## src/rtl/instr_pkg.sv

```systemverilog
// Shared constants, field layout and FSM type for the instruction
// issue stage and the decoder it feeds.
package instr_pkg;

    localparam int OPCODE_W = 4;
    localparam int PARAM_W  = 6;
    localparam int INSTR_W  = 16;

    localparam int OP_MSB = 15;
    localparam int OP_LSB = 12;
    localparam int P1_MSB = 11;
    localparam int P1_LSB = 6;
    localparam int P2_MSB = 5;
    localparam int P2_LSB = 0;

    localparam logic [OPCODE_W-1:0] HALT_OP = 4'hF;

    typedef enum logic {
        RUN,
        HALTED
    } issue_state_t;

    function automatic logic [INSTR_W-1:0] pack_instr(
        input logic [OPCODE_W-1:0] op,
        input logic [PARAM_W-1:0]  p1,
        input logic [PARAM_W-1:0]  p2
    );
        logic [INSTR_W-1:0] w;
        w                = '0;
        w[OP_MSB:OP_LSB] = op;
        w[P1_MSB:P1_LSB] = p1;
        w[P2_MSB:P2_LSB] = p2;
        return w;
    endfunction

    function automatic logic [OPCODE_W-1:0] opcode_of(
        input logic [INSTR_W-1:0] w
    );
        return w[OP_MSB:OP_LSB];
    endfunction

endpackage

```

## src/rtl/instr_fifo.sv

```systemverilog
// Circular-buffer FIFO with explicit occupancy counter.
// Pushes while full and pops while empty are ignored.
module instr_fifo #(
    parameter int WIDTH = 16,
    parameter int DEPTH = 4
) (
    input  logic                     clk,
    input  logic                     reset,
    input  logic                     push,
    input  logic                     pop,
    input  logic [WIDTH-1:0]         wdata,
    output logic [WIDTH-1:0]         rdata,
    output logic [$clog2(DEPTH):0]   count,
    output logic                     full,
    output logic                     empty
);

    localparam int AW = $clog2(DEPTH);
    localparam logic [AW:0] FULL_CNT = (AW+1)'(DEPTH);

    logic [WIDTH-1:0] mem [DEPTH];
    logic [AW-1:0]    wr_ptr;
    logic [AW-1:0]    rd_ptr;
    logic             do_push;
    logic             do_pop;

    assign full    = (count == FULL_CNT);
    assign empty   = (count == '0);
    assign do_push = push && !full;
    assign do_pop  = pop && !empty;
    assign rdata   = mem[rd_ptr];

    // Storage write; contents need no reset since count gates reads.
    always_ff @(posedge clk) begin
        if (do_push) begin
            mem[wr_ptr] <= wdata;
        end
    end

    // Pointers wrap naturally at a power-of-two depth.
    always_ff @(posedge clk) begin
        if (reset) begin
            wr_ptr <= '0;
            rd_ptr <= '0;
            count  <= '0;
        end else begin
            if (do_push) begin
                wr_ptr <= wr_ptr + AW'(1);
            end
            if (do_pop) begin
                rd_ptr <= rd_ptr + AW'(1);
            end
            case ({do_push, do_pop})
                2'b10:   count <= count + (AW+1)'(1);
                2'b01:   count <= count - (AW+1)'(1);
                default: count <= count;
            endcase
        end
    end

endmodule

```

## src/rtl/instr_issue.sv

```systemverilog
// Issue stage: buffers sequencer instructions and strobes them
// into the decoder one per cycle, stopping after a HALT opcode.
module instr_issue
    import instr_pkg::*;
#(
    parameter int                   DEPTH   = 4,
    parameter logic [OPCODE_W-1:0]  HALT_OP = instr_pkg::HALT_OP
) (
    input  logic                     clk,
    input  logic                     reset,
    input  logic                     in_valid,
    input  logic [OPCODE_W-1:0]      in_opcode,
    input  logic [PARAM_W-1:0]       in_param1,
    input  logic [PARAM_W-1:0]       in_param2,
    output logic                     in_ready,
    input  logic                     stall,
    input  logic                     resume,
    output logic [INSTR_W-1:0]       instr,
    output logic                     en,
    output logic                     halted,
    output logic [$clog2(DEPTH):0]   count
);

    issue_state_t       state;
    issue_state_t       next_state;
    logic [INSTR_W-1:0] head;
    logic [INSTR_W-1:0] packed_in;
    logic               full;
    logic               empty;
    logic               push;
    logic               pop;

    assign packed_in = pack_instr(in_opcode, in_param1, in_param2);
    assign in_ready  = !full;
    assign push      = in_valid && in_ready;

    instr_fifo #(
        .WIDTH (INSTR_W),
        .DEPTH (DEPTH)
    ) u_fifo (
        .clk   (clk),
        .reset (reset),
        .push  (push),
        .pop   (pop),
        .wdata (packed_in),
        .rdata (head),
        .count (count),
        .full  (full),
        .empty (empty)
    );

    // Next state, pop decision and halted flag.
    always_comb begin
        next_state = state;
        pop        = 1'b0;
        halted     = 1'b0;
        case (state)
            RUN: begin
                pop = !empty && !stall;
                if (pop && opcode_of(head) == HALT_OP) begin
                    next_state = HALTED;
                end
            end
            HALTED: begin
                halted = 1'b1;
                if (resume) begin
                    next_state = RUN;
                end
            end
            default: next_state = RUN;
        endcase
    end

    // State register.
    always_ff @(posedge clk) begin
        if (reset) begin
            state <= RUN;
        end else begin
            state <= next_state;
        end
    end

    // Output registers; instr holds its last issued word between strobes.
    always_ff @(posedge clk) begin
        if (reset) begin
            instr <= '0;
            en    <= 1'b0;
        end else begin
            en <= pop;
            if (pop) begin
                instr <= head;
            end
        end
    end

endmodule

```

## config.mk

```make
export PLATFORM = sky130hd
export DESIGN_NAME = instr_issue
export DESIGN_NICKNAME = d
export VERILOG_FILES = /design/src/rtl/instr_pkg.sv /design/src/rtl/instr_fifo.sv /design/src/rtl/instr_issue.sv
export SDC_FILE = /design/constraint.sdc
export NUM_CORES = 1
export LEC_CHECK = 0
export CAP_MARGIN = 10
export CORE_ASPECT_RATIO = 2
export CORE_MARGIN = 10
export CORE_UTILIZATION = 54
export DETAILED_ROUTE_END_ITERATION = 16
export PLACE_DENSITY = 0.79
export SLEW_MARGIN = 25
export SYNTH_ARGS = -nofsm -noshare
export SYNTH_HDL_FRONTEND = slang
export SYNTH_SLANG_ARGS = --single-unit
```

## constraint.sdc

```tcl
create_clock -name clk -period 3.5 [get_ports clk]
set_clock_uncertainty 0.15 [all_clocks]
set_input_delay 1.05 -clock clk [delete_from_list [all_inputs] [get_ports clk]]
set_output_delay 1.05 -clock clk [all_outputs]
set_load 0.05 [all_outputs]
```

==> impl_metrics.yaml, run 1 <==
placement:
  place_hpwl_um: 4420
  place_area_mm2: 0.00400
  io_buffers: 42
  gp_congestion: 0.755
  dp_cells: 342
  pre_cts_ws_ps: 124
power:
  peakVddDrop_uv: 510
  leakage_nw: 1.43
  power_density_mw_per_mm2: 748
  clockPowerShare: 0.280
  p_sw_mw: 0.998
  p_int_mw: 2.20
  swShare: 0.312
  power_frac_seq: 0.438
  power_mw: 3.20
  pwr-share-comb: 0.282
die:
  start_util: 0.551
  coreArea_mm2: 0.00631
  die_height_um: 133
  ioPinCount: 43
  die_x_um: 76.7
  num_rows: 41
  die_area_mm2: 0.0102
grt:
  grt_pass1_vias: 2176
  grt_overflow_total: 0
  grt_pass1_wl_um: 10500
  grt_max_degree: 22
  antenna_found_initial: 0
  grt_use_total: 0.129
route:
  drt_first_pass_iters: 4
  vias: 2004
  drt-initial-drc-count: 194
  drtAntennaViolNets: 0
  remaining_drc_errors: 0
  wire_per_inst_um: 18.2
  drt-total-wl_um: 6470
  via_per_inst: 5.63
synthesis:
  avgSynthCellArea_um2: 15.8
  synth_simple_gate_area_frac: 0.0594
  synth_compound_area_frac: 0.0677
  yosys.area_share.xor_xnor: 0.00504
  seq_area_frac_synth: 0.709
  syn_nets: 247
  synthTopCellsByArea: "edfxtp_1 (55%), dfxtp_1 (16%), mux4_2 (9.1%)"
  netlist_area_mm2: 0.00347
  ys_seq_elements: 91
  synth_top_cell_by_area: "edfxtp_1"
  yosys.area.top_type_share: 0.553
  synthDistinctLibCells: 28
  synth_fa_ha_area_frac: 0.0238
  synth_warnings: 0
  synth_top_family_by_area: "multiplexers"
  synthMuxAreaShare: 0.106
  synthCells: 220
final_layout:
  synthToLayoutAreaGrowth_pct: 22.9
  n_antenna_cell: 0
  post-route-util: 0.677
  final_cell_area_mm2: 0.00427
  final_nets: 294
  final_cells: 356
  drive_gt1_frac: 0.137
clock_tree:
  clk_latency_ps: 330
  clockRootBuffer: "clkbuf_16"
  hold_buffers: 0
  path_clk_slew_ps: 60
  htreeDepth: 3
  cts_resized: 0
  cts_setup_buffers: 0
  cts_made_buffers: 9
  cts_tree: "yes"
  cts_buffer_depth: 2
  clock-sinks: 91
setup_path:
  path_cells: "or3b_1 > clkdlybuf4s50_1"
  max_stage_delay_ps: 760
  cp-start-kind: "flop"
  rrSetupSlack_ps: 1030
  critPathTopFamily: "buffers and inverters"
  cp.buffers_inverters: 1
  worstPathMaxFanout: 10
  required_ps: 2300
  critPathKind: "reg -> out"
  critPathCaptureType: "output pin"
  r2r_end: "u_fifo.count[2]$_SDFFE_PP0P_"
  slowest_stage: "clkdlybuf4s50_1"
  r2r-start: "u_fifo.count[2]$_SDFFE_PP0P_"
  worst_ep_arrival_time_ps: 1990
  reg2regPathDepth: 8
hold_path:
  hold_path.class: "reg -> reg"
  min_from: "instr[6]$_SDFFE_PP0N_"
  hold_path_depth: 2
  holdPathEnd: "instr[6]$_SDFFE_PP0N_"
job:
  maxCapViolCount: 0
status:
  outcome: "complete, no violations"
sta:
  setup_viol: 0
  max_freq_ghz: 0.313
  tightest_slew_ps: 765
  timing.hold.ws_ps: 327
  hold_viol: 0
  rsz0062_at_grt: "false"
  final.setup.tns_ps: 0
  timing.final.ws_setup_ps: 308
  relSlewSlack: 0.489
  final_max_slew_viol_count: 0
  fin_crit_sh: 0.912
  period_needed_ps: 3190
[cell usage after synthesis (all sizes together)]
master and n:
edfxtp 64, o31ai 1, a21o 3, dfxtp 27, clkbuf 10, or3b 1, o21ai 18, and4 1
a21oi 23, fa 1, or4 1, buf 6, nor3 2, nor3b 1, xor2 2, nand3 19
nor2 5, ha 5, or3 2, nand2 1, mux4 16, or2 1, inv 6, and3 4
[metal layers]
layer  vias up  GRT usage  part of all wire
li1        933          -                 -
met1       997      0.120              0.37
met2        62      0.239              0.56
met3        12     0.0492             0.058
met4         0     0.0582             0.017
met5         -          0                 0
[power by group through the flow]
stage	logic [mW]	clock network, mW	registers [mW]
6_report	0.902	0.896	1.40
5_1_grt	0.969	0.950	1.42
4_1_cts	0.912	0.913	1.40
3_5_place_dp	0.903	0	1.42
3_3_place_gp	0.888	0	1.42
2_1_floorplan	0.459	0	1.59
[worst max-delay path by stage]
stage,startpoint,to,cells past startpoint
6_report,u_fifo.count[2]$_SDFFE_PP0P_,in_ready,2
5_1_grt,u_fifo.count[2]$_SDFFE_PP0P_,in_ready,2
4_1_cts,u_fifo.count[2]$_SDFFE_PP0P_,in_ready,2
3_5_place_dp,stall,u_fifo.count[2]$_SDFFE_PP0P_,9
3_3_place_gp,stall,u_fifo.count[2]$_SDFFE_PP0P_,9
2_1_floorplan,stall,u_fifo.count[2]$_SDFFE_PP0P_,9
[cell usage in the layout (no fill, tap or decap), types with 3 or more instances in the layout]
master and instances:
a21o_1 3, a21oi_1 23, and3_1 4, buf_4 10, clkbuf_16 9, clkdlybuf4s50_1 42
dfxtp_1 27, edfxtp_1 64, ha_1 5, inv_1 6, mux4_2 14, nand3_1 19
nor2_1 5, o21ai_0 18
[area by class of cell]
class / instances / area (um^2)
repair buffers: 52 / 495
clock buffers: 11 / 233
inverters: 6 / 22.5
well taps: 86 / 108
clock inverters: 3 / 41.3
multi-input cells: 107 / 910
flip-flops and latches: 91 / 2460
fillers: 433 / 2040
[state kept, by name (all words and copies together) (netlist names), named ones only]
name           flops
u_fifo.mem        64
instr             16
u_fifo.count       3
u_fifo.rd_ptr      2
u_fifo.wr_ptr      2
en                 1
state              1
[cells by family (layout without fill, tap and decap cells)]
kind of cell               count (synthesis)  in the layout
muxes                                     16             16
adders and majority gates                  6              6
AOI/OAI and AO/OA                         45             45
buffers and inverters                     22             72
and+or+nand+nor                           38             38
xor gates and xnor gates                   2              2
DFF                                       91             91
[tightest hold or removal path, stage by stage, from the launching register on]
cell     delay (ps)
dfxtp_1         300
o21ai_0          60
a21oi_1          60
Note: power is estimated with default switching activity, not from simulation.
==> inputs of run 2 (changes only) <==
CORE_ASPECT_RATIO = 1.5   (was 2)
CORE_UTILIZATION = 55   (was 54)
PLACE_DENSITY = 0.8   (was 0.79)
SYNTH_HIERARCHICAL = 1   (was default)
==> run 2 against run 1 <==
Net effect:
- fmax grew 4.2%
- cell area grew 1.3%
- clock power shrank 24%
- largest power group unchanged
- highest routed layer unchanged
==> impl_metrics.yaml, run 2 <==
status:
  outcome: "complete, no violations"
die:
  coreArea_mm2: 0.00649
  ioPinCount: 43
  die_x_um: 86.4
  die_area_mm2: 0.0103
  start_util: 0.561
  die_height_um: 120
  num_rows: 36
clock_tree:
  path_clk_slew_ps: 80
  cts_setup_buffers: 0
  clock-sinks: 91
  cts_resized: 0
  clockRootBuffer: "clkbuf_8"
  hold_buffers: 0
  cts_buffer_depth: 2
  cts_made_buffers: 9
  clk_latency_ps: 350
  htreeDepth: 3
  cts_tree: "yes"
setup_path:
  worst_ep_arrival_time_ps: 1860
  cp-start-kind: "flop"
  max_stage_delay_ps: 700
  cp.buffers_inverters: 2
  slowest_stage: "clkdlybuf4s50_1"
  worstPathMaxFanout: 6
  path_cells: "nor3b_2 > inv_1 > clkdlybuf4s50_1"
  required_ps: 2300
  critPathCaptureType: "output pin"
  critPathKind: "reg -> out"
  critPathTopFamily: "buffers and inverters"
final_layout:
  top_register: "u_fifo/mem"
  top_regs: "u_fifo/mem (64), instr (16), u_fifo/count (3)"
  synthToLayoutAreaGrowth_pct: 18.9
  final_common_cell: "edfxtp_1"
  final_cell_mix: "edfxtp_1 (64), clkdlybuf4s50_1 (42), dfxtp_1 (27)"
  final_nets: 295
  largest_reg_flops: 64
  drive_gt1_frac: 0.132
  post-route-util: 0.667
  n_antenna_cell: 0
sta:
  rsz0062_at_grt: "false"
  max_freq_ghz: 0.327
  fin_crit_sh: 0.875
  hold_viol: 0
  final.setup.tns_ps: 0
  period_needed_ps: 3060
  setup_viol: 0
  timing.final.ws_setup_ps: 437
  tightest_slew_ps: 871
  relSlewSlack: 0.419
  final_max_slew_viol_count: 0
route:
  drtAntennaViolNets: 0
  drt_first_pass_iters: 4
  drt-total-wl_um: 6030
  via_per_inst: 5.62
  remaining_drc_errors: 0
  vias: 1961
  drt-initial-drc-count: 124
  wire_per_inst_um: 17.3
synthesis:
  yosys.area.top_type_share: 0.528
  ys_seq_elements: 91
  synthDistinctLibCells: 31
  synth_common_cells: "edfxtp_1 (64), dfxtp_1 (27), a21oi_1 (20)"
  syn_nets: 249
  seq_area_frac_synth: 0.677
  netlist_area_mm2: 0.00364
  async_reset_ff_frac: 0
  avgSynthCellArea_um2: 16.4
  ys.flop_type: "edfxtp_1"
  synthCells: 222
  yosysMostFrequentCell: "edfxtp_1"
  synthTopCellsByArea: "edfxtp_1 (53%), dfxtp_1 (15%), mux4_2 (6.2%)"
  synth_top_cell_by_area: "edfxtp_1"
  synth_edf_count: 64
  synth_warnings: 6
power:
  leakage_nw: 1.46
  peakVddDrop_uv: 359
  power_density_mw_per_mm2: 687
placement:
  place_hpwl_um: 4110
  io_buffers: 42
  pre_cts_ws_ps: 125
  gp_congestion: 0.665
grt:
  grt_pass1_vias: 1973
  grt_use_total: 0.123
  grt_pass1_wl_um: 9940
  grt_max_degree: 36
  antenna_found_initial: 0
  grt_overflow_total: 0
job:
  maxCapViolCount: 0
hold_path:
  hold_path.class: "reg -> reg"
-- run 2: changes by cell type in the layout (fill, tap and decap cells not counted), sizes merged, moves of 2 or more --
cell,before,now
a21o,3,1
a21oi,23,20
and2,0,4
and3,4,0
clkinv,1,4
inv,6,9
nand2b,0,2
nand3,19,0
o21ai,18,3
o31ai,1,17
or4b,0,16
-- run 2: final timing paths --
| kind | to | slack (ps) | cells after the start | from |
|---|---|---|---|---|
| max reg2reg | u_fifo/count[2]$_SDFFE_PP0P_ | 990 | 11 | u_fifo/count[2]$_SDFFE_PP0P_ |
| max | in_ready | 440 | 3 | u_fifo/count[2]$_SDFFE_PP0P_ |
| min reg2reg | instr[5]$_SDFFE_PP0P_ | 320 | 2 | instr[5]$_SDFFE_PP0P_ |
| min | instr[5]$_SDFFE_PP0P_ | 320 | 2 | instr[5]$_SDFFE_PP0P_ |
-- run 2: worst reg2reg max path, cell delays in order, from the launching register on --
cell and delay [ps]:
dfxtp_1 430, nor3b_2 310, nor2b_1 80, inv_1 90, nor2_1 100, inv_1 80
ha_1 170, inv_1 60, fa_1 370, xor2_1 150, or3_1 300, a21oi_1 150
-- run 2: through the flow --
step | hold slack, ps | instances | area [um^2] | power (mW)
3_3_place_gp | 305 | 333 | 4130 | 2.31
6_report | 320 | 349 | 4330 | 2.97
2_1_floorplan | 309 | 222 | 3640 | 2.07
3_5_place_dp | 312 | 333 | 4130 | 2.33
5_1_grt | 340 | 349 | 4330 | 3.13
4_1_cts | 325 | 349 | 4330 | 3.01
-- run 2: cell type report --
type,instances,area [um^2]
clock buffers,11,141
clock inverters,5,53.8
fillers,484,2160
inverters,9,33.8
multi-input cells,106,1050
flip-flops and latches,91,2460
well taps,76,95.1
repair buffers,51,488
-- run 2: kinds of logic (layout without fill, tap and decap cells) --
| logic type | count (synthesis) | in the layout | synth area share |
|---|---|---|---|
| AO/OA/AOI/OAI | 41 | 41 | 0.0688 |
| XOR/XNOR | 3 | 3 | 0.00722 |
| adder cells (fa/ha/maj) | 6 | 6 | 0.0227 |
| buffers and inverters | 25 | 76 | 0.0358 |
| flip-flops | 91 | 91 | 0.677 |
| multiplexers | 17 | 17 | 0.108 |
| AND/OR/NAND/NOR | 39 | 39 | 0.0808 |
-- run 2: per-layer routing --
layer	vias up	share of wire	global-route usage
li1	970	-	-
met1	943	0.40	0.136
met2	38	0.52	0.202
met3	10	0.065	0.0420
met4	0	0.023	0.0671
met5	-	0	0
-- run 2: power by group --
part / internal, mW / switching [mW]
sequential: 1.30 / 0.0980
combinational: 0.358 / 0.527
clock: 0.347 / 0.335
total: 2.01 / 0.960
